[src/rtl/intra_mode_scheduler.sv]
// Per-4x4-block intra prediction scheduler: launches the four predictors, collects
// their SAD costs, picks the cheapest available mode and walks the block grid of a frame.
module intra_mode_scheduler #(
    parameter int unsigned COST_W  = 16,
    parameter int unsigned MB_COLS = 106,
    parameter int unsigned MB_ROWS = 60,
    parameter int unsigned TIMEOUT = 255
) (
    input  logic              clk,
    input  logic              reset,
    input  logic              frame_start,
    input  logic              blk_valid,
    output logic              blk_ack,
    output logic              pred_start,
    output logic              top_avail,
    output logic              left_avail,
    input  logic [3:0]        pred_done,
    input  logic [COST_W-1:0] cost_dc,
    input  logic [COST_W-1:0] cost_h,
    input  logic [COST_W-1:0] cost_v,
    input  logic [COST_W-1:0] cost_p,
    output logic [1:0]        mode,
    output logic              residual_ready,
    input  logic              DCT_clear,
    output logic [6:0]        blk_col,
    output logic [5:0]        blk_row,
    output logic              frame_done,
    output logic              timeout_err
);

    localparam int unsigned TMO_W = (TIMEOUT < 2) ? 1 : $clog2(TIMEOUT + 1);

    typedef enum logic [2:0] {
        IDLE     = 3'd0,
        WAIT_BLK = 3'd1,
        START    = 3'd2,
        COLLECT  = 3'd3,
        DECIDE   = 3'd4,
        OUTPUT   = 3'd5
    } state_t;

    state_t             r_state;
    logic [6:0]         r_col;
    logic [5:0]         r_row;
    logic [3:0]         r_mask;
    logic [TMO_W-1:0]   r_tmo;
    logic [COST_W-1:0]  r_cost_dc;
    logic [COST_W-1:0]  r_cost_h;
    logic [COST_W-1:0]  r_cost_v;
    logic [COST_W-1:0]  r_cost_p;
    logic [1:0]         r_mode;
    logic               r_rr;
    logic               r_pred_start;
    logic               r_blk_ack;
    logic               r_frame_done;
    logic               r_tmo_err;

    logic               w_top;
    logic               w_left;
    logic [3:0]         w_req;
    logic [3:0]         w_done_in;
    logic [3:0]         w_mask_nxt;
    logic [3:0]         w_rise;
    logic               w_all_done;
    logic               w_tmo_hit;
    logic               w_last_col;
    logic               w_last_row;
    logic [1:0]         w_best_mode;
    logic [COST_W-1:0]  w_best_cost;

    // Neighbour availability and the set of predictors that must report
    assign w_top      = (r_row != 6'd0);
    assign w_left     = (r_col != 7'd0);
    assign w_req      = {w_top & w_left, w_top, w_left, 1'b1};
    assign w_done_in  = pred_done & w_req;
    assign w_mask_nxt = r_mask | w_done_in;
    assign w_rise     = w_done_in & ~r_mask;
    assign w_all_done = ((w_mask_nxt & w_req) == w_req);
    assign w_tmo_hit  = (r_tmo == TMO_W'(TIMEOUT - 1));
    assign w_last_col = (r_col == 7'(MB_COLS - 1));
    assign w_last_row = (r_row == 6'(MB_ROWS - 1));

    // Strict less-than keeps ties on the lower mode code
    always_comb begin
        w_best_mode = 2'd0;
        w_best_cost = r_cost_dc;
        if (w_req[1] && (r_cost_h < w_best_cost)) begin
            w_best_mode = 2'd1;
            w_best_cost = r_cost_h;
        end
        if (w_req[2] && (r_cost_v < w_best_cost)) begin
            w_best_mode = 2'd2;
            w_best_cost = r_cost_v;
        end
        if (w_req[3] && (r_cost_p < w_best_cost)) begin
            w_best_mode = 2'd3;
            w_best_cost = r_cost_p;
        end
    end

    always_ff @(posedge clk) begin
        if (reset) begin
            r_state      <= IDLE;
            r_col        <= 7'd0;
            r_row        <= 6'd0;
            r_mask       <= 4'd0;
            r_tmo        <= TMO_W'(0);
            r_cost_dc    <= COST_W'(0);
            r_cost_h     <= COST_W'(0);
            r_cost_v     <= COST_W'(0);
            r_cost_p     <= COST_W'(0);
            r_mode       <= 2'd0;
            r_rr         <= 1'b0;
            r_pred_start <= 1'b0;
            r_blk_ack    <= 1'b0;
            r_frame_done <= 1'b0;
            r_tmo_err    <= 1'b0;
        end else begin
            r_pred_start <= 1'b0;
            r_blk_ack    <= 1'b0;
            r_frame_done <= 1'b0;
            case (r_state)
                IDLE: begin
                    if (frame_start) begin
                        r_col     <= 7'd0;
                        r_row     <= 6'd0;
                        r_tmo_err <= 1'b0;
                        r_state   <= WAIT_BLK;
                    end
                end
                WAIT_BLK: begin
                    if (blk_valid) begin
                        r_pred_start <= 1'b1;
                        r_blk_ack    <= 1'b1;
                        r_state      <= START;
                    end
                end
                START: begin
                    r_mask  <= 4'd0;
                    r_tmo   <= TMO_W'(0);
                    r_state <= COLLECT;
                end
                COLLECT: begin
                    r_mask <= w_mask_nxt;
                    if (w_rise[0]) r_cost_dc <= cost_dc;
                    if (w_rise[1]) r_cost_h  <= cost_h;
                    if (w_rise[2]) r_cost_v  <= cost_v;
                    if (w_rise[3]) r_cost_p  <= cost_p;
                    if (w_all_done) begin
                        r_state <= DECIDE;
                    end else if (w_tmo_hit) begin
                        // Stalled predictor: fall back to DC without a decision
                        r_mode    <= 2'd0;
                        r_tmo_err <= 1'b1;
                        r_rr      <= 1'b1;
                        r_state   <= OUTPUT;
                    end else begin
                        r_tmo <= r_tmo + TMO_W'(1);
                    end
                end
                DECIDE: begin
                    r_mode  <= w_best_mode;
                    r_rr    <= 1'b1;
                    r_state <= OUTPUT;
                end
                OUTPUT: begin
                    if (DCT_clear) begin
                        r_rr <= 1'b0;
                        if (w_last_col) begin
                            r_col <= 7'd0;
                            if (w_last_row) begin
                                r_row        <= 6'd0;
                                r_frame_done <= 1'b1;
                                r_state      <= IDLE;
                            end else begin
                                r_row   <= r_row + 6'd1;
                                r_state <= WAIT_BLK;
                            end
                        end else begin
                            r_col   <= r_col + 7'd1;
                            r_state <= WAIT_BLK;
                        end
                    end
                end
                default: r_state <= IDLE;
            endcase
        end
    end

    assign blk_ack        = r_blk_ack;
    assign pred_start     = r_pred_start;
    assign top_avail      = w_top;
    assign left_avail     = w_left;
    assign mode           = r_mode;
    assign residual_ready = r_rr;
    assign blk_col        = r_col;
    assign blk_row        = r_row;
    assign frame_done     = r_frame_done;
    assign timeout_err    = r_tmo_err;

endmodule
[config.mk]
export PLATFORM = sky130hd
export DESIGN_NAME = intra_mode_scheduler
export DESIGN_NICKNAME = d
export VERILOG_FILES = /design/src/rtl/intra_mode_scheduler.sv
export SDC_FILE = /design/constraint.sdc
export NUM_CORES = 1
export LEC_CHECK = 0
export CELL_PAD_IN_SITES_DETAIL_PLACEMENT = 1
export CELL_PAD_IN_SITES_GLOBAL_PLACEMENT = 1
export CORE_MARGIN = 2
export CORE_UTILIZATION = 43
export CTS_CLUSTER_SIZE = 30
export DETAILED_ROUTE_END_ITERATION = 16
export PLACE_DENSITY_LB_ADDON = 0.25
export SLEW_MARGIN = 25
export SYNTH_ARGS = -nofsm -noshare
export SYNTH_HDL_FRONTEND = slang
export SYNTH_SLANG_ARGS = --single-unit
[constraint.sdc]
create_clock -name clk -period 8.75 [get_ports clk]
set_clock_uncertainty 0.2 [all_clocks]
set_input_delay 0.875 -clock clk [delete_from_list [all_inputs] [get_ports clk]]
set_output_delay 0.875 -clock clk [all_outputs]
set_load 0.02 [all_outputs]
==> flow_summary.json <==
{
  "tns_ns": 0,
  "grt_pass1_vias": 5223,
  "cts_tree": "yes",
  "whs_ns": 0.2641,
  "rsz0062_at_grt": "no",
  "yosysTopAreaCell": "dfxtp_1",
  "cap_violations": 0,
  "vias": 4962,
  "synth_cell_types": 57,
  "synth.top_cells.by_count": "dfxtp_1, nand2_1, nor2_1",
  "pwr-share-comb_pct": 8.4,
  "grt_max_degree": 86,
  "synth_edf_count": 0,
  "worst_slew_pin_slew_ns": 0.9909,
  "numClockSinks": 98,
  "ant_nets": 0,
  "pwr-share-seq_pct": 44.0,
  "synth_top_cell_area_share_pct": 36.00,
  "internal-power_w": 0.0008110,
  "std_cell_rows": 41,
  "drtPass1Iterations": 4,
  "routed_via_density": 5.399,
  "ys_warn_count": 0,
  "grtUsageTotal_pct": 23.97,
  "final_nets": 867,
  "grt_pass1_wl_microns": 25230,
  "crit_arrival_ns": 6.58,
  "path_max_fanout": 31,
  "cts_buffer_depth": 2,
  "ys_ff_latch": 98,
  "max_freq_ghz": 0.1523,
  "ys_seq_area_share_pct": 36.00,
  "fillers": 1555,
  "period_needed_ns": 6.566,
  "slew_headroom_pct": 33.70,
  "drv_slew": 0,
  "async_reset_ff_share_pct": 0,
  "totalWireLength_microns": 15570,
  "numCtsBuffers": 9,
  "syn_area_per_cell_sq_um": 8.231,
  "die_x_microns": 116.6,
  "post_drt_wl_per_cell_microns": 16.94,
  "switching_power_w": 0.0002191,
  "start_kind": "register",
  "criticalPathCategory": "reg -> reg",
  "cts.htree.levels": 3,
  "rrSetupSlack_ns": 2.18,
  "drc": 0,
  "ir_drop_v": 0.00009729,
  "ctsHoldBuffers": 0,
  "setup_violations": 0,
  "status": "finished clean",
  "place_congestion": 0.8561,
  "dp_hpwl_microns": 11660,
  "hp-class": "reg -> reg",
  "synthCells": 662,
  "clock_latency_ns": 0.35,
  "synth_area_sq_um": 5449,
  "hold_viol": 0,
  "clkPwrFrac_pct": 47.5,
  "drive_gt1_share_pct": 5.355,
  "worstPathRequired_ns": 8.76,
  "syn_to_final_growth_pct": 25.88,
  "cts_setup_buffers": 0,
  "worstSetupEndpointType": "register",
  "ctsResizeCount": 0,
  "start_util_pct": 43.53,
  "drt_iter0_markers": 245,
  "yosys-top-cells-area": "dfxtp_1, ha_1, a21oi_1",
  "ioPinCount": 95,
  "num_antenna_cells": 0,
  "core_sq_um": 12520,
  "port_buffers": 94,
  "power.density_nw_per_um2": 150.2,
  "synth.most_common_cell": "dfxtp_1",
  "root_buffer": "clkbuf_16",
  "gr-total-overflow": 0,
  "dieHeight_microns": 116.6,
  "sw_frac_of_total_pct": 21.27,
  "clk_pin_slew_ns": 0.07,
  "antenna_found_initial": 0,
  "dieArea_sq_um": 13590,
  "synthFlopType": "dfxtp_1",
  "syn-num-nets": 787,
  "p_leak_nw": 2.674,
  "min_period_over_period_pct": 75.04
}
[path summary, 6_finish.rpt]
kind	end	cells after the start	startpoint
max	mode[1]	21	blk_col[0]
min	r_cost_dc[11]	2	r_cost_dc[11]
max reg2reg	mode[1]	21	blk_col[0]
min reg2reg	r_cost_dc[11]	2	r_cost_dc[11]
[layer usage]
layer  up-vias  routed length [microns]  global-route usage (%)
li1       2436                        -                       -
met5         -                        0                       0
met1      2415                     6387                   26.26
met3        20                      619                   5.656
met4         0                      308                   7.451
met2        91                     8255                   45.54
[logic make-up after synthesis]
logic type	synth area share (%)
AND/OR/NAND/NOR	21.36
XOR/XNOR	1.607
buffers and inverters	5.350
flip-flops	36.00
multiplexers	9.598
adder cells (fa/ha/maj)	11.94
AO/OA/AOI/OAI	14.14
[registers in the layout, summed over array words and instances (netlist names), 3 cells and up]
signal and flops:
r_tmo 8, r_state 3, r_cost_p 16, r_cost_v 16, r_cost_dc 16, blk_col 7
blk_row 6, r_cost_h 16, r_mask 4
[layout by cell type, fill, tap and decap left out, types with 4 or more instances in the layout]
cell             count
a211oi_1            10
a21o_1               4
a21oi_1             72
and3_1               7
bufinv_16            4
clkbuf_16            9
clkdlybuf4s50_1     93
dfxtp_1             98
ha_1                52
inv_1               41
mux2_2               6
mux2_4               9
mux2i_1             32
nand2_1             92
nand2b_1             7
nand3_1             16
nand4_1             11
nor2_1              92
nor3_1               9
o21ai_0             14
or3_1                6
xor2_1               9
[through the flow]
step | total power [W] | utilization [%] | instances | setup slack, ns | instance area (sq um)
2_1_floorplan | 0.0005032 | - | 662 | 3.768 | 5449
3_3_place_gp | 0.0005477 | 51.73 | 903 | 2.635 | 6475
3_5_place_dp | 0.0005503 | 51.81 | 903 | 2.290 | 6485
4_1_cts | 0.001040 | 54.75 | 919 | 2.225 | 6853
5_1_grt | 0.001065 | 54.80 | 919 | 1.674 | 6859
6_report | 0.001030 | 54.80 | 919 | 2.184 | 6859
[power groups by stage]
| stage | registers, W | clock network, W | logic [W] |
|---|---|---|---|
| floorplan | 0.000463 | 0 | 0.0000407 |
| global placement | 0.000464 | 0 | 0.0000842 |
| detailed placement | 0.000464 | 0 | 0.0000866 |
| CTS | 0.000454 | 0.000499 | 0.0000876 |
| global route | 0.000454 | 0.000517 | 0.0000946 |
| finish | 0.000454 | 0.000489 | 0.0000869 |
[worst max-delay path, cell delays in order (launching register included)]
cell	delay (ns)
dfxtp_1	0.44
inv_1	0.08
ha_1	0.19
and4b_1	0.25
a211oi_4	0.27
o211ai_2	0.15
nand2_1	0.73
a21oi_1	0.24
ha_1	0.37
nand4_1	0.15
nor4_1	0.31
o31ai_1	0.14
o221ai_1	0.31
a31o_1	0.75
mux2_2	0.42
ha_1	0.30
o21ai_0	0.08
o21bai_1	0.13
a21oi_1	0.08
or3_1	0.35
o31ai_1	0.32
o211ai_1	0.13
[area by class of cell]
cell class | instances | area [sq um] | share of cell area, %
tap | 172 | 215.2 | 3.138
multi-input combinational | 497 | 3217 | 46.90
clock buffer | 11 | 242.7 | 3.539
inverter | 41 | 153.9 | 2.244
clock inverter | 5 | 125.1 | 1.824
sequential | 98 | 1962 | 28.60
timing repair buffer | 95 | 943.4 | 13.75
Note: power is estimated with default switching activity, not from simulation.
